**config.mk**
```make
export PLATFORM = sky130hd
export DESIGN_NAME = pc_sel_chk_mon_flat
export DESIGN_NICKNAME = d
export VERILOG_FILES = /design/src/rtl/pc_sel_chk_mon_if.sv /design/src/rtl/pc_sel_chk_mon.sv /design/src/flat_wrapper.sv
export SDC_FILE = /design/constraint.sdc
export NUM_CORES = 1
export LEC_CHECK = 0
export BUFFER_PORTS_ARGS = -buffer_cell sky130_fd_sc_hd__buf_4
export CAP_MARGIN = 15
export CORE_MARGIN = 1.5
export CORE_UTILIZATION = 50
export DETAILED_ROUTE_END_ITERATION = 12
export PLACE_DENSITY = 0.85
export SLEW_MARGIN = 25
export SYNTH_ARGS = -nofsm -noshare
export SYNTH_HDL_FRONTEND = slang
export SYNTH_SLANG_ARGS = --single-unit
```
**constraint.sdc**
```tcl
create_clock -name clk -period 21.9 [get_ports clk]
set_input_delay 2.19 -clock clk [delete_from_list [all_inputs] [get_ports clk]]
set_output_delay 2.19 -clock clk [all_outputs]
set_load 0.005 [all_outputs]
```
**src/rtl/pc_sel_chk_mon_if.sv**
```systemverilog
// ---------------------------------------------------------------------------
// pc_sel_chk_mon_if : F-stage fetch bundle watched by the PC-select checker
// Rev 1.0
// ---------------------------------------------------------------------------
`default_nettype none

interface pc_sel_chk_mon_if #(
   parameter int NTHR = 4,
   parameter int PCW  = 48
);
   logic                 inst_vld_f;
   logic                 dtu_fcl_running_s;
   logic [NTHR-1:0]      thr_f;
   logic [PCW-1:0]       pc_f;
   logic [NTHR*PCW-1:0]  tpc_f;

   modport master (
      output inst_vld_f,
      output dtu_fcl_running_s,
      output thr_f,
      output pc_f,
      output tpc_f
   );

   modport slave (
      input inst_vld_f,
      input dtu_fcl_running_s,
      input thr_f,
      input pc_f,
      input tpc_f
   );
endinterface

`default_nettype wire

```
**src/rtl/pc_sel_chk_mon.sv**
```systemverilog
// ---------------------------------------------------------------------------
// pc_sel_chk_mon : two-stage checker that the F-stage PC matches the selected
//                  thread's PC register; first-failure capture and counters
// Rev 1.0
// ---------------------------------------------------------------------------
`default_nettype none

module pc_sel_chk_mon #(
   parameter int NTHR       = 4,
   parameter int PCW        = 48,
   parameter int CMP_LSB    = 0,
   parameter int CNTW       = 16,
   parameter int ONEHOT_CHK = 1,
   parameter int TW         = $clog2(NTHR)
) (
   input  wire logic            clk,
   input  wire logic            rst,
   input  wire logic            enable,
   input  wire logic [2:0]      coreid,
   pc_sel_chk_mon_if.slave      f_if,
   input  wire logic            clr_err,
   output logic                 fail_pulse,
   output logic                 err_sticky,
   output logic                 err_onehot,
   output logic [TW-1:0]        fail_thr,
   output logic [PCW-1:0]       fail_pc,
   output logic [PCW-1:0]       fail_exp,
   output logic [CNTW-1:0]      chk_cnt,
   output logic [CNTW-1:0]      mis_cnt
);

   localparam logic [PCW-1:0]  CMP_MASK = {PCW{1'b1}} << CMP_LSB;
   localparam logic [CNTW-1:0] CNT_MAX  = {CNTW{1'b1}};
   localparam logic [CNTW-1:0] CNT_ONE  = CNTW'(1);
   localparam logic            OH_EN    = (ONEHOT_CHK != 0);

   // S1 sample registers
   logic            s1_vld_q, s1_vld_d;
   logic [NTHR-1:0] s1_thr_q, s1_thr_d;
   logic [TW-1:0]   s1_sel_q, s1_sel_d;
   logic [PCW-1:0]  s1_pc_q,  s1_pc_d;
   logic [PCW-1:0]  s1_exp_q, s1_exp_d;

   // Result registers
   logic            fail_pulse_q, fail_pulse_d;
   logic            err_sticky_q, err_sticky_d;
   logic            err_onehot_q, err_onehot_d;
   logic [TW-1:0]   fail_thr_q,   fail_thr_d;
   logic [PCW-1:0]  fail_pc_q,    fail_pc_d;
   logic [PCW-1:0]  fail_exp_q,   fail_exp_d;
   logic [CNTW-1:0] chk_cnt_q,    chk_cnt_d;
   logic [CNTW-1:0] mis_cnt_q,    mis_cnt_d;

   logic            qual;
   logic            any_sel;
   logic [TW-1:0]   sel;
   logic            mis;
   logic            oh;
   logic            err;
   logic            cap_load;

   always_comb begin
      sel     = '0;
      any_sel = 1'b0;
      // Scan downward so the lowest set bit is the one left standing.
      for (int t = NTHR - 1; t >= 0; t--) begin
         if (f_if.thr_f[t]) begin
            sel     = TW'(t);
            any_sel = 1'b1;
         end
      end

      qual = enable & f_if.inst_vld_f & f_if.dtu_fcl_running_s;

      s1_vld_d = qual & (any_sel | OH_EN);
      s1_thr_d = s1_thr_q;
      s1_sel_d = s1_sel_q;
      s1_pc_d  = s1_pc_q;
      s1_exp_d = s1_exp_q;
      if (qual) begin
         s1_thr_d = f_if.thr_f;
         s1_sel_d = sel;
         s1_pc_d  = f_if.pc_f;
         s1_exp_d = any_sel ? f_if.tpc_f[int'(sel)*PCW +: PCW] : '0;
      end
   end

   always_comb begin
      // An empty thread select has no expected PC, so it can only be a one-hot error.
      mis = s1_vld_q & (|s1_thr_q) & ((s1_pc_q & CMP_MASK) != (s1_exp_q & CMP_MASK));
      oh  = s1_vld_q & OH_EN & ($countones(s1_thr_q) != 1);
      err = mis | oh;

      fail_pulse_d = err;

      chk_cnt_d = chk_cnt_q;
      if (s1_vld_q && (chk_cnt_q != CNT_MAX)) begin
         chk_cnt_d = chk_cnt_q + CNT_ONE;
      end
      mis_cnt_d = mis_cnt_q;
      if (err && (mis_cnt_q != CNT_MAX)) begin
         mis_cnt_d = mis_cnt_q + CNT_ONE;
      end

      // A clear coinciding with a new error re-arms capture and keeps the new error.
      cap_load = err & (clr_err | ~(err_sticky_q | err_onehot_q));

      if (clr_err) begin
         err_sticky_d = mis;
         err_onehot_d = oh;
      end else begin
         err_sticky_d = err_sticky_q | mis;
         err_onehot_d = err_onehot_q | oh;
      end

      fail_thr_d = fail_thr_q;
      fail_pc_d  = fail_pc_q;
      fail_exp_d = fail_exp_q;
      if (cap_load) begin
         fail_thr_d = s1_sel_q;
         fail_pc_d  = s1_pc_q;
         fail_exp_d = s1_exp_q;
      end else if (clr_err) begin
         fail_thr_d = '0;
         fail_pc_d  = '0;
         fail_exp_d = '0;
      end
   end

   always_ff @(posedge clk or posedge rst) begin
      if (rst) begin
         s1_vld_q     <= 1'b0;
         s1_thr_q     <= '0;
         s1_sel_q     <= '0;
         s1_pc_q      <= '0;
         s1_exp_q     <= '0;
         fail_pulse_q <= 1'b0;
         err_sticky_q <= 1'b0;
         err_onehot_q <= 1'b0;
         fail_thr_q   <= '0;
         fail_pc_q    <= '0;
         fail_exp_q   <= '0;
         chk_cnt_q    <= '0;
         mis_cnt_q    <= '0;
      end else begin
         s1_vld_q     <= s1_vld_d;
         s1_thr_q     <= s1_thr_d;
         s1_sel_q     <= s1_sel_d;
         s1_pc_q      <= s1_pc_d;
         s1_exp_q     <= s1_exp_d;
         fail_pulse_q <= fail_pulse_d;
         err_sticky_q <= err_sticky_d;
         err_onehot_q <= err_onehot_d;
         fail_thr_q   <= fail_thr_d;
         fail_pc_q    <= fail_pc_d;
         fail_exp_q   <= fail_exp_d;
         chk_cnt_q    <= chk_cnt_d;
         mis_cnt_q    <= mis_cnt_d;
      end
   end

   assign fail_pulse = fail_pulse_q;
   assign err_sticky = err_sticky_q;
   assign err_onehot = err_onehot_q;
   assign fail_thr   = fail_thr_q;
   assign fail_pc    = fail_pc_q;
   assign fail_exp   = fail_exp_q;
   assign chk_cnt    = chk_cnt_q;
   assign mis_cnt    = mis_cnt_q;

`ifndef SYNTHESIS
   always @(posedge clk) begin
      if (!rst && err) begin
         $display("%0t pc_sel_chk_mon core %0d: wrong PC selected for thread %0d, pc_f=%h expected=%h",
                  $time, coreid, s1_sel_q, s1_pc_q, s1_exp_q);
      end
   end
`endif

endmodule

`default_nettype wire

```
**src/flat_wrapper.sv**
```systemverilog
// flat-port wrapper written by rule: the top's interface ports become plain ports
module pc_sel_chk_mon_flat 
#(
   parameter int NTHR       = 4,
   parameter int PCW        = 48,
   parameter int CMP_LSB    = 0,
   parameter int CNTW       = 16,
   parameter int ONEHOT_CHK = 1,
   parameter int TW         = $clog2(NTHR)
)
  (clk, rst, enable, coreid, clr_err, fail_pulse, err_sticky, err_onehot, fail_thr, fail_pc, fail_exp, chk_cnt, mis_cnt, f_if_inst_vld_f, f_if_dtu_fcl_running_s, f_if_thr_f, f_if_pc_f, f_if_tpc_f);
  pc_sel_chk_mon_if #(.NTHR(NTHR), .PCW(PCW)) f_if_i ();
  input  wire logic clk;
  input  wire logic rst;
  input  wire logic enable;
  input  wire logic [2:0] coreid;
  input  wire logic clr_err;
  output logic fail_pulse;
  output logic err_sticky;
  output logic err_onehot;
  output logic [TW-1:0] fail_thr;
  output logic [PCW-1:0] fail_pc;
  output logic [PCW-1:0] fail_exp;
  output logic [CNTW-1:0] chk_cnt;
  output logic [CNTW-1:0] mis_cnt;
  input wire logic [$bits(f_if_i.inst_vld_f)-1:0] f_if_inst_vld_f;
  input wire logic [$bits(f_if_i.dtu_fcl_running_s)-1:0] f_if_dtu_fcl_running_s;
  input wire logic [$bits(f_if_i.thr_f)-1:0] f_if_thr_f;
  input wire logic [$bits(f_if_i.pc_f)-1:0] f_if_pc_f;
  input wire logic [$bits(f_if_i.tpc_f)-1:0] f_if_tpc_f;
  assign f_if_i.inst_vld_f = f_if_inst_vld_f;
  assign f_if_i.dtu_fcl_running_s = f_if_dtu_fcl_running_s;
  assign f_if_i.thr_f = f_if_thr_f;
  assign f_if_i.pc_f = f_if_pc_f;
  assign f_if_i.tpc_f = f_if_tpc_f;
  pc_sel_chk_mon #(.NTHR(NTHR), .PCW(PCW), .CMP_LSB(CMP_LSB), .CNTW(CNTW), .ONEHOT_CHK(ONEHOT_CHK), .TW(TW)) u_core (.clk(clk), .rst(rst), .enable(enable), .coreid(coreid), .f_if(f_if_i), .clr_err(clr_err), .fail_pulse(fail_pulse), .err_sticky(err_sticky), .err_onehot(err_onehot), .fail_thr(fail_thr), .fail_pc(fail_pc), .fail_exp(fail_exp), .chk_cnt(chk_cnt), .mis_cnt(mis_cnt));
endmodule
```
==> impl_results.md, run 1 <==
- Status: finished clean
- CTS root buf: clkbuf_16
- Required @ worst endpoint: 22.30 ns
- Vias/cell: ~5.5
- Fin crit share: between 10% and 20%
- Crit path max fanout: 50
- Max Cap Viol: 0
- Critical Path AT: roughly 4.4 ns
- Register area: 5910 µm²
- Post-Syn Instances: about 830
- Congestion Overflow GR: 0
- Initial antenna violation count: 0
- Via count: roughly 8,300
- Setup repair bufs after CTS: 0
- Max Clk Rate: about 250 MHz
- Die Span Y: between 150 and 200 µm
- Leakage: roughly 7.3 nW
- First-pass GRT wire length: approximately 49,000 µm
- DRT antenna net count: 0
- CP Cell Sequence: buf_4, o22ai_4, buf_4, buf_4, mux2_2
- CTS Sinks: approximately 240
- Initial DRC count: around 330
- Setup Skew: around 0.011 ns
- Pin count of the biggest net entering global routing: about 120
- Pwr per Cell Area: 84.9 nW/µm²
- Die area: ~24,000 µm²
- Worst vdd ir: roughly 0.044 mV
- TritonCTS clock tree: done
- Synthesized flop and latch total: between 200 and 250
- Top delay family on crit path: buffers and inverters
- Starting density of the core: between 50% and 60%
- I/O pins: 386
- Buffers added on ports: 382
- Largest cells by area after synthesis: dfrtp_1, mux2_2, mux4_2
- Bufs on Longest Clock Path: 3
- Syn. warnings: 0
- Area Growth Syn to Fin: 34.3%
- Std-Cell Rows: 55
- # hold bufs at CTS: 0
- Most common cell after layout, fill and taps aside: buf_4
- Vias in the first global route: around 9,000
- DP Wirelength: approximately 24,000 µm
- Area leader, netlist: dfrtp_1
- Finish-stage setup viols: 0
- Share of cells above drive strength 1: 51.1%
- Met1 usage: between 30% and 40%
- Antenna cells: 0
- Distinct cells, synth: 36
- Final non-filler cell area: between 15,000 and 20,000 µm²
- Post-route minimum period: 4.02 ns
- Gr busiest metal: met2
- CP most frequent cell: buf_4
- Routing usage on met2: 47.6%
- H-tree depth: 1
- Mapped Avg Cell Area: 13.8 µm²
- WL/cell: between 20 and 25 µm
- Global Route met3 Usage: between 4 and 5%
- RSZ-0062 raised after global routing: no
- Post-Route WL: between 30,000 and 40,000 µm
- RD Place Congestion: 0.845
- Post-layout net count: between 1,000 and 1,500
- Setup CP Type: input pin to flip-flop
- Total Routing Usage GR: a little over a quarter
- Most frequent cells in the layout: buf_4, dfrtp_1, mux2_2
- Synth Cell Area: between 10,000 and 15,000 µm²
- Detailed Routing Iterations Pass 1: 5
- TritonCTS buffer count: 25
- Register area share after synthesis: between 50 and 60%
- DRC: 0
- Setup tns final: 0 ns
- Pins Over Slew Limit: 0
- Synth top area share: about 52%
- Critical path's largest stage delay: between 0.6 and 0.7 ns
- Post_cts resized: 0
- Die width: 154 µm
- Bufs and invs on worst path: 3
- Syn nets: ~1,100
- Slowest-stage cell, CP: buf_4
- Hold Crit Class: flip-flop to flip-flop
- CP endpoint kind: flip-flop
- Area after DPL: between 10,000 and 15,000 µm²
- Core ar.: about 23,000 µm²
- Relative max-transition margin: 44.8%
- Worst-path clk slew: about 0.06 ns
- # fillers: 1,665
- Worst slew pin tran: between 0.8 and 0.9 ns
- Final Hold Fails: 0
- Worst-Skew Late Latency: between 0.5 and 0.6 ns
- Multi-input gate area: 5270 µm²
- Startpoint Class: input pin
## cells by family (layout without fill, tap and decap cells)
logic type | Yosys count | after routing | share of synthesized area, %
flip-flops | 236 | 236 | 51.7
multiplexers | 201 | 201 | 24.6
AND/OR/NAND/NOR | 180 | 180 | 9.61
XOR/XNOR | 76 | 76 | 5.83
AO/OA/AOI/OAI | 69 | 69 | 4.88
buffers and inverters | 59 | 446 | 2.44
adder cells (fa/ha/maj) | 8 | 8 | 0.943
## final cells by class
cell class	count	share of cell area (%)
timing repair buffer	394	19.4
tap	285	2.33
clock buffer	37	4.77
inverter	10	0.294
multi-input combinational	534	34.4
sequential	236	38.5
clock inverter	5	0.351
## synthesized netlist by cell type (all sizes together)
master  count
a21oi       8
o31ai       1
nor2b      98
nand4      20
inv         9
and3        7
nor3        1
dfrtp     236
clkinv      1
a21o        1
a41oi       3
nand3      11
o22ai       2
o31a        1
xor2       11
buf        17
xnor2      65
nor4        3
nand2      18
clkbuf     32
ha          7
mux2      153
nor2        6
a22o       48
fa          1
and4        8
mux4       48
a31oi       2
nor3b       4
and2        3
nor4b       1
o21ai       3
## through the flow
stage | hold slack (ns) | setup WS [ns] | power (mW) | std cells | util [%]
CTS | 0.481 | 17.54 | 1.31 | 1500 | 68.0
global route | 0.513 | 17.60 | 1.36 | 1501 | 68.1
detailed placement | 0.466 | 17.00 | 0.905 | 1458 | 64.5
floorplan | 0.441 | 13.24 | 0.740 | 829 | -
global placement | 0.465 | 17.05 | 0.893 | 1458 | 64.5
finish | 0.482 | 17.88 | 1.30 | 1501 | 68.1
## power breakdown
| group | internal, mW | switching, mW |
|---|---|---|
| Sequential | 0.510 | 0.0663 |
| Combinational | 0.189 | 0.130 |
| Clock | 0.241 | 0.166 |
## flip-flops by register name, indices dropped and copies added, names as in the netlist
signal,cells
u_core.s1_vld_q,1
u_core.s1_sel_q,2
u_core.err_sticky,1
u_core.s1_thr_q,4
u_core.fail_exp,48
u_core.fail_pc,48
u_core.fail_pulse,1
u_core.err_onehot,1
u_core.s1_exp_q,48
u_core.fail_thr,2
u_core.s1_pc_q,48
u_core.mis_cnt,16
u_core.chk_cnt,16
## routing by layer
layer / vias up / part of all wire, %
met1: 4181 / 41
li1: 3754 / -
met3: 59 / 5.4
met2: 314 / 51
met4: 0 / 3.0
met5: - / 0
## worst register-to-register path, stage by stage, from the launching register on
cell     delay [ns]
dfrtp_1        0.41
xnor2_1        0.53
nand4_1        0.19
nor4_2         0.49
a31oi_1        0.22
o22ai_4        0.13
buf_4          0.60
buf_4          0.69
mux2_2         0.44
## path summary, 6_finish.rpt
| check | depth (start not counted) | from | to | slack [ns] |
|---|---|---|---|---|
| worst max-delay path | 5 | clr_err | u_core.fail_exp[16] | 17.88 |
| worst min-delay path | 2 | u_core.s1_sel_q[0] | u_core.s1_sel_q[0] | 0.48 |
| worst max register to register | 8 | u_core.s1_exp_q[4] | u_core.fail_exp[16] | 18.10 |
| worst min register to register | 2 | u_core.s1_sel_q[0] | u_core.s1_sel_q[0] | 0.48 |
| max in group asynchronous | 4 | rst | u_core.s1_pc_q[12] | 17.99 |
| min in group asynchronous | 2 | rst | u_core.chk_cnt[6] | 1.83 |
Power figures use the tool's default switching activity.
==> inputs of run 2 (changes only) <==
==> constraint.sdc (replaced) <==
create_clock -name clk -period 4.15 [get_ports clk]
set_input_delay 0.415 -clock clk [delete_from_list [all_inputs] [get_ports clk]]
set_output_delay 0.415 -clock clk [all_outputs]
set_load 0.005 [all_outputs]
==> impl_results.md, run 2 (synthesized netlist as in run 1, its figures left out) <==
- Status: finished clean (unchanged)
- Required @ worst endpoint: 4.59 ns (was 22.30 ns)
- Most frequent cells in the layout: buf_4, dfrtp_1, mux2_2 (unchanged)
- Core ar.: 22,500 µm² (unchanged)
- # hold bufs at CTS: 0 (unchanged)
- Die width: 154 µm (unchanged)
- Finish-stage setup viols: 0 (unchanged)
- Detailed Routing Iterations Pass 1: 4 (was 5)
- Pin count of the biggest net entering global routing: 131 (was 122)
- Crit path max fanout: 10 (was 50)
- Via count: 8,332 (was 8,308)
- RSZ-0062 raised after global routing: no (unchanged)
- Pwr per Cell Area: 454 nW/µm² (was 84.9 nW/µm²)
- H-tree depth: 1 (unchanged)
- Worst-path clk slew: 0.06 ns (about the same)
- Post-layout net count: 1,463 (was 1,462)
- Worst setup startpoint: u_core.s1_thr_q[1] (was clr_err)
- WL/cell: 21.7 µm (was 21.5 µm)
- DP Wirelength: 23,900 µm (was 23,600 µm)
- # placed instances: 1,460 (was 1,458)
- Initial DRC count: 426 (was 334)
- Top delay family on crit path: adder cells (was buffers and inverters)
- Post-route minimum period: between 3 and 4 ns
- Startpoint Class: flip-flop (was input pin)
- Slowest-stage cell, CP: fa_1 (was buf_4)
- Setup repair bufs after CTS: 0 (unchanged)
- DRC: 0 (unchanged)
- Starting density of the core: 50.7% (unchanged)
- CTS root buf: clkbuf_16 (unchanged)
- CP most frequent cell: ha_1 (was buf_4)
- Vias/cell: 5.53 (about the same)
- First-pass GRT wire length: 49,600 µm (was 49,400 µm)
- Reg2reg start: u_core.s1_thr_q[1] (was u_core.s1_exp_q[4])
- Share of cells above drive strength 1: 51.4% (was 51.1%)
- Buffers added on ports: 382 (unchanged)
- Pins Over Slew Limit: 0 (unchanged)
- Setup Slack @ Placement: 1.14 ns (was 17.00 ns)
- Leakage: 7.39 nW (was 7.35 nW)
- Bufs and invs on worst path: 1 (was 3)
- # fillers: 1,639 (was 1,665)
- Area after DPL: 14,600 µm² (was 14,500 µm²)
- Hold Crit Class: input pin to asynchronous set/reset pin (was flip-flop to flip-flop)
- Post_cts resized: 0 (unchanged)
- Congestion Overflow GR: 0 (unchanged)
- Initial antenna violation count: 1 (was 0)
- Max Clk Rate: roughly 330 MHz
- Critical path's largest stage delay: 0.50 ns (was 0.68 ns)
- Worst slew pin tran: 0.854 ns (was 0.828 ns)
- Setup CP Type: flip-flop to flip-flop (was input pin to flip-flop)
- Std-Cell Rows: 55 (unchanged)
- RD Place Congestion: 0.861 (was 0.845)
- Final Hold Fails: 0 (unchanged)
- CP Cell Sequence: inv_1, ha_1, ha_1, fa_1, nor2_1, a41oi_1, o31a_1, nand2_1, nor4b_1, xor2_1 (was buf_4, o22ai_4, buf_4, buf_4, mux2_2)
- Max Cap Viol: 0 (unchanged)
- DRT antenna net count: 0 (unchanged)
- Setup Skew: 0.0130 ns (was 0.0109 ns)
- Final non-filler cell area: 15,400 µm² (was 15,300 µm²)
- Area Growth Syn to Fin: 35.3% (was 34.3%)
- I/O pins: 386 (unchanged)
- Critical Path AT: 3.50 ns (was 4.42 ns)
- Most common cell after layout, fill and taps aside: buf_4 (unchanged)
- TritonCTS buffer count: 25 (unchanged)
- Final WS setup: 1.09 ns (was 17.88 ns)
- Post-Route WL: 32,700 µm (was 32,200 µm)
- Layout Cells excl Fill: 1,507 (was 1,501)
- Fin crit share: between 70% and 80%
- Relative max-transition margin: 43.0% (was 44.8%)
- Worst vdd ir: 0.208 mV (was 0.0442 mV)
- CP endpoint kind: flip-flop (unchanged)
- Bufs on Longest Clock Path: 3 (unchanged)
- Vias in the first global route: 8,777 (was 8,862)
- Die Span Y: 154 µm (unchanged)
- Total Routing Usage GR: 27.2% (about the same)
- CTS Sinks: 236 (unchanged)
- TritonCTS clock tree: done (unchanged)
- Setup tns final: 0 ns (unchanged)
- Die area: 23,700 µm² (unchanged)
- Worst-Skew Late Latency: 0.52 ns (was 0.51 ns)
- Overall power: 7.02 mW (was 1.30 mW)
-- run 2: through the flow --
stage | utilization, % | hold slack, ns
3_5_place_dp | 64.9 | 0.480
5_1_grt | 68.6 | 0.106
2_1_floorplan | - | 0.441
6_report | 68.6 | 0.0721
3_3_place_gp | 64.9 | 0.473
4_1_cts | 68.6 | 0.104
-- run 2: report_power, final --
part | switching (mW) | internal (mW)
clock | 0.910 | 1.36
sequential | 0.353 | 2.69
combinational | 0.695 | 1.01
-- run 2: area by class of cell --
| class | count | area [µm²] | area share [%] |
|---|---|---|---|
| Clock buffer | 37 | 741 | 4.80 |
| Inverter | 10 | 41.3 | 0.267 |
| Timing Repair Buffer | 395 | 3020 | 19.5 |
| Tap cell | 285 | 357 | 2.31 |
| Sequential cell | 236 | 5910 | 38.2 |
| Multi-Input combinational cell | 534 | 5280 | 34.2 |
| Antenna cell | 1 | 2.50 | 0.0162 |
| Clock inverter | 9 | 105 | 0.681 |
-- run 2: metal layers --
| layer | routed length, µm | GRT usage (%) | up-vias | part of all wire [%] |
|---|---|---|---|---|
| li1 | - | - | 3773 | - |
| met1 | 13100 | 34.0 | 4197 | 40 |
| met2 | 17100 | 49.1 | 315 | 52 |
| met3 | 1710 | 4.20 | 47 | 5.2 |
| met4 | 773 | 7.49 | 0 | 2.4 |
| met5 | 0 | 0 | - | 0 |
-- run 2: path summary, 6_finish.rpt --
check / end / slack, ns / cells past startpoint
worst max-delay path: u_core.mis_cnt[15] / 1.09 / 10
worst min-delay path: u_core.s1_thr_q[3] / 0.07 / 3
worst max register to register: u_core.mis_cnt[15] / 1.09 / 10
worst min register to register: u_core.mis_cnt[5] / 0.49 / 1
max in group asynchronous: u_core.fail_pc[22] / 3.46 / 3
min in group clk: u_core.s1_pc_q[6] / 0.12 / 2
-- run 2: worst min-delay path, stage by stage --
cell	delay, ns
buf_4	0.12
clkinvlp_4	0.10
buf_12	0.41
==> inputs of run 3 (changes only) <==
--- a/config.mk
+++ b/config.mk
@@ -5,12 +5,13 @@
 export SDC_FILE = /design/constraint.sdc
 export NUM_CORES = 1
 export LEC_CHECK = 0
+export ABC_AREA = 1
 export BUFFER_PORTS_ARGS = -buffer_cell sky130_fd_sc_hd__buf_4
 export CAP_MARGIN = 15
 export CORE_MARGIN = 1.5
-export CORE_UTILIZATION = 50
+export CORE_UTILIZATION = 46
 export DETAILED_ROUTE_END_ITERATION = 12
-export PLACE_DENSITY = 0.85
+export PLACE_DENSITY = 0.82
 export SLEW_MARGIN = 25
 export SYNTH_ARGS = -nofsm -noshare
 export SYNTH_HDL_FRONTEND = slang
==> constraint.sdc (replaced) <==
create_clock -name clk -period 2.8 [get_ports clk]
set_input_delay 0.28 -clock clk [delete_from_list [all_inputs] [get_ports clk]]
set_output_delay 0.28 -clock clk [all_outputs]
set_load 0.005 [all_outputs]
==> impl_results.md, run 3 <==
- Vias in the first global route: 12,000 (was 8,777)
- Required @ worst endpoint: 3.26 ns (was 4.59 ns)
- Relative max-transition margin: 40.4% (was 43.0%)
- Final non-filler cell area: 16,400 µm² (was 15,400 µm²)
- Initial antenna violation count: 7 (was 1)
- Core ar.: 25,300 µm² (was 22,500 µm²)
- Gr busiest metal: met2 (unchanged)
- Detailed Routing Iterations Pass 1: 7 (was 4)
- CP Cell Sequence: inv_1, ha_1, ha_1, fa_1, o31ai_1, buf_4, nand2_4, nand2_4, buf_16, nand3_1, nand2_1 (was inv_1, ha_1, ha_1, fa_1, nor2_1, a41oi_1, o31a_1, nand2_1, nor4b_1, xor2_1)
- Die Span Y: 164 µm (was 154 µm)
- Top-count cell post-synth: nand2_1 (was dfrtp_1)
- Overall power: 10.3 mW (was 7.02 mW)
- Combinational power share: 24.4% (was 24.3%)
- Layout Cells excl Fill: 2,225 (was 1,507)
- Pins Over Slew Limit: 0 (unchanged)
- Max Clk Rate: 376 MHz (was 327 MHz)
- Top delay family on crit path: adder cells (unchanged)
- Hold Crit Class: input pin to flip-flop (was input pin to asynchronous set/reset pin)
- First-pass GRT wire length: 64,900 µm (was 49,600 µm)
- Worst reg2reg path depth: 11 (was 10)
- Worst hold start: f_if_pc_f[29]
- Area after DPL: 15,100 µm² (was 14,600 µm²)
- Status: finished clean (unchanged)
- Register area: 5910 µm² (unchanged)
- Synth top area share: 49.8% (was 51.7%)
- DP Wirelength: 29,700 µm (was 23,900 µm)
- Pin count of the biggest net entering global routing: 79 (was 131)
- Worst vdd ir: 0.458 mV (was 0.208 mV)
- R2R Path End: u_core.fail_pc[32] (was u_core.mis_cnt[15])
- Met1 usage: 40.5% (was 34.0%)
- # fillers: 2,098 (was 1,639)
- Psw: 3.22 mW (was 1.96 mW)
- Mapped Avg Cell Area: 7.94 µm² (was 13.8 µm²)
- I/O pins: 386 (unchanged)
- Synth top cells by count: nand2_1, nand3_1, dfrtp_1, nor2_1, o21ai_0 (was dfrtp_1, mux2_2, nor2b_1, xnor2_1)
- Critical Path AT: 3.12 ns (was 3.50 ns)
- Std-Cell Rows: 58 (was 55)
- Worst-Skew Late Latency: 0.52 ns (about the same)
- Bufs on Longest Clock Path: 3 (unchanged)
- Sw frac: 31.1% (was 27.9%)
- Setup repair bufs after CTS: 0 (unchanged)
- Post-Syn Instances: 1,495 (was 829)
- WL/cell: 18.9 µm (was 21.7 µm)
- Setup CP Type: flip-flop to flip-flop (unchanged)
- Distinct cells, synth: 28 (was 36)
- Area leader, netlist: dfrtp_1 (unchanged)
- Part of the power in the clock network: 32.6% (was 32.4%)
- Crit path max fanout: 61 (was 10)
- Post-route minimum period: 2.66 ns (was 3.06 ns)
- Max Cap Viol: 0 (unchanged)
- CTS Sinks: 236 (unchanged)
- Post-synth top flop: dfrtp_1 (unchanged)
- Hold path cells: 3
- DRT antenna net count: 0 (unchanged)
- Vias/cell: 5.52 (was 5.53)
- Setup Slack @ Placement: 0.230 ns (was 1.14 ns)
- Die area: 26,800 µm² (was 23,700 µm²)
- Congestion Overflow GR: 0 (unchanged)
- Pwr per Cell Area: 631 nW/µm² (was 454 nW/µm²)
- Routing usage on met2: 49.0% (was 49.1%)
- Reg-to-reg slack, setup: 0.14 ns (was 1.09 ns)
- Sequential fraction of design power: 43.0% (was 43.4%)
- Startpoint Class: flip-flop (unchanged)
- Post-Route WL: 42,100 µm (was 32,700 µm)
- Worst-path clk slew: 0.06 ns (about the same)
- Synth Cell Area: 11,900 µm² (was 11,400 µm²)
- Hold EP: u_core.s1_pc_q[29]
- CP endpoint kind: flip-flop (unchanged)
- Multi-input gate area: 5340 µm² (was 5280 µm²)
- Largest cells by area after synthesis: dfrtp_1, nand2_1, nand3_1 (was dfrtp_1, mux2_2, mux4_2)
- DRC: 0 (unchanged)
- Reg2reg start: u_core.s1_thr_q[0] (was u_core.s1_thr_q[1])
- RD Place Congestion: 0.920 (was 0.861)
- Post-synth EDFFs: 0 (unchanged)
- Area Growth Syn to Fin: 38.3% (was 35.3%)
- CTS root buf: clkbuf_16 (unchanged)
- TritonCTS buffer count: 25 (unchanged)
- Die width: 164 µm (was 154 µm)
- Critical path's largest stage delay: 0.44 ns (was 0.50 ns)
- Final WS setup: 0.141 ns (was 1.09 ns)
- Total Routing Usage GR: 31.1% (was 27.2%)
- Via count: 12,300 (was 8,332)
- Syn. warnings: 0 (unchanged)
- Starting density of the core: 47.0% (was 50.7%)
- Bufs and invs on worst path: 3 (was 1)
- Share of cells above drive strength 1: 24.7% (was 51.4%)
- Leakage: 8.54 nW (was 7.39 nW)
- Setup Skew: 0.00711 ns (was 0.0130 ns)
- Instance count on the critical path: 11 (was 10)
- Most common cell after layout, fill and taps aside: nand2_1 (was buf_4)
- Global Route met3 Usage: 5.97% (was 4.20%)
- # placed instances: 2,128 (was 1,460)
- Power Internal: 7.13 mW (was 5.06 mW)
- TritonCTS clock tree: done (unchanged)
- Buffers added on ports: 382 (unchanged)
- Initial DRC count: 1,337 (was 426)
- Fin crit share: 95.0% (was 73.7%)
- H-tree depth: 1 (unchanged)
- Slowest-stage cell, CP: fa_1 (unchanged)
- Synthesized flop and latch total: 236 (unchanged)
- Post-layout net count: 2,134 (was 1,463)
- Finish-stage setup viols: 0 (unchanged)
- Post-synth ARST share: 100% (unchanged)
- Most frequent cells in the layout: nand2_1, buf_4, nand3_1 (was buf_4, dfrtp_1, mux2_2)
- Worst slew pin tran: 0.890 ns (was 0.854 ns)
- Register area share after synthesis: 49.8% (was 51.7%)
- Syn nets: 1,756 (was 1,090)
- Final Hold Fails: 0 (unchanged)
- RSZ-0062 raised after global routing: no (unchanged)
## run 3: cell count changes after synthesis, sizes merged, moves of 85 or more
cell and delta:
mux2 -153, nand2 +407, nand3 +260, nor2 +175, nor2b -98, o21ai +85
## run 3: cell families (layout without fill, tap and decap cells)
family,after synthesis,in the layout,share of synthesized area (%)
adder cells (fa/ha/maj),8,8,0.907
AO/OA/AOI/OAI,138,138,7.41
other,0,7,0
buffers and inverters,161,554,5.59
XOR/XNOR,63,63,4.65
flip-flops,236,236,49.8
AND/OR/NAND/NOR,889,889,31.7
## run 3: worst max-delay path by stage
stage / end / slack [ns] / from
3_3_place_gp: u_core.fail_exp[37] / 0.27 / u_core.s1_thr_q[2]
6_report: u_core.fail_pc[32] / 0.14 / u_core.s1_thr_q[0]
5_1_grt: u_core.fail_pc[32] / 0.003 / u_core.s1_thr_q[0]
4_1_cts: u_core.fail_exp[31] / 0.16 / u_core.s1_thr_q[0]
3_5_place_dp: u_core.fail_exp[27] / 0.23 / u_core.s1_thr_q[2]
2_1_floorplan: u_core.chk_cnt[0] / -0.57 / rst
## run 3: power groups by stage
stage / sequential, mW / clock, mW / combinational, mW
after detailed placement: 4.48 / 0 / 2.43
after CTS: 4.43 / 3.40 / 2.52
after global routing: 4.50 / 3.54 / 2.78
final: 4.45 / 3.37 / 2.52
after floorplan: 4.36 / 0 / 1.27
after global placement: 4.46 / 0 / 2.38
## run 3: per-stage QoR
step / utilization [%] / TNS [ns] / hold WS, ns
finish: 65.0 / 0 / 0.0177
global route: 65.0 / 0 / 0.0196
CTS: 64.9 / 0 / 0.0100
detailed placement: 59.7 / 0 / 0.370
global placement: 59.7 / 0 / 0.366
floorplan: - / -134.96 / 0.390
## run 3: worst register-to-register path, stage by stage, from the launching register on
cell and delay (ns):
dfrtp_1 0.37, inv_1 0.06, ha_1 0.30, ha_1 0.20
fa_1 0.44, o31ai_1 0.27, buf_4 0.17, nand2_4 0.12
nand2_4 0.13, buf_16 0.27, nand3_1 0.16, nand2_1 0.11
## run 3: repair_timing
item                                    in CTS  in global routing
endpoints found under the hold margin       66                  0
endpoints found under the setup margin       0                  1
hold buffers                                48                  0
resized for setup                            0                  1
## run 3: final cells by class
type | count | share of cell area [%]
tap | 330 | 2.52
timing repair buffer | 453 | 22.3
clock inverter | 6 | 0.526
antenna | 7 | 0.107
clock buffer | 36 | 4.55
multi-input combinational | 1098 | 32.6
sequential | 236 | 36.0
inverter | 59 | 1.40
## run 3: metal layers
metal | up-vias | part of all wire (%)
met5 | - | 0
met1 | 5863 | 39
met2 | 636 | 47
met3 | 124 | 8.4
li1 | 5670 | -
met4 | 0 | 5.3
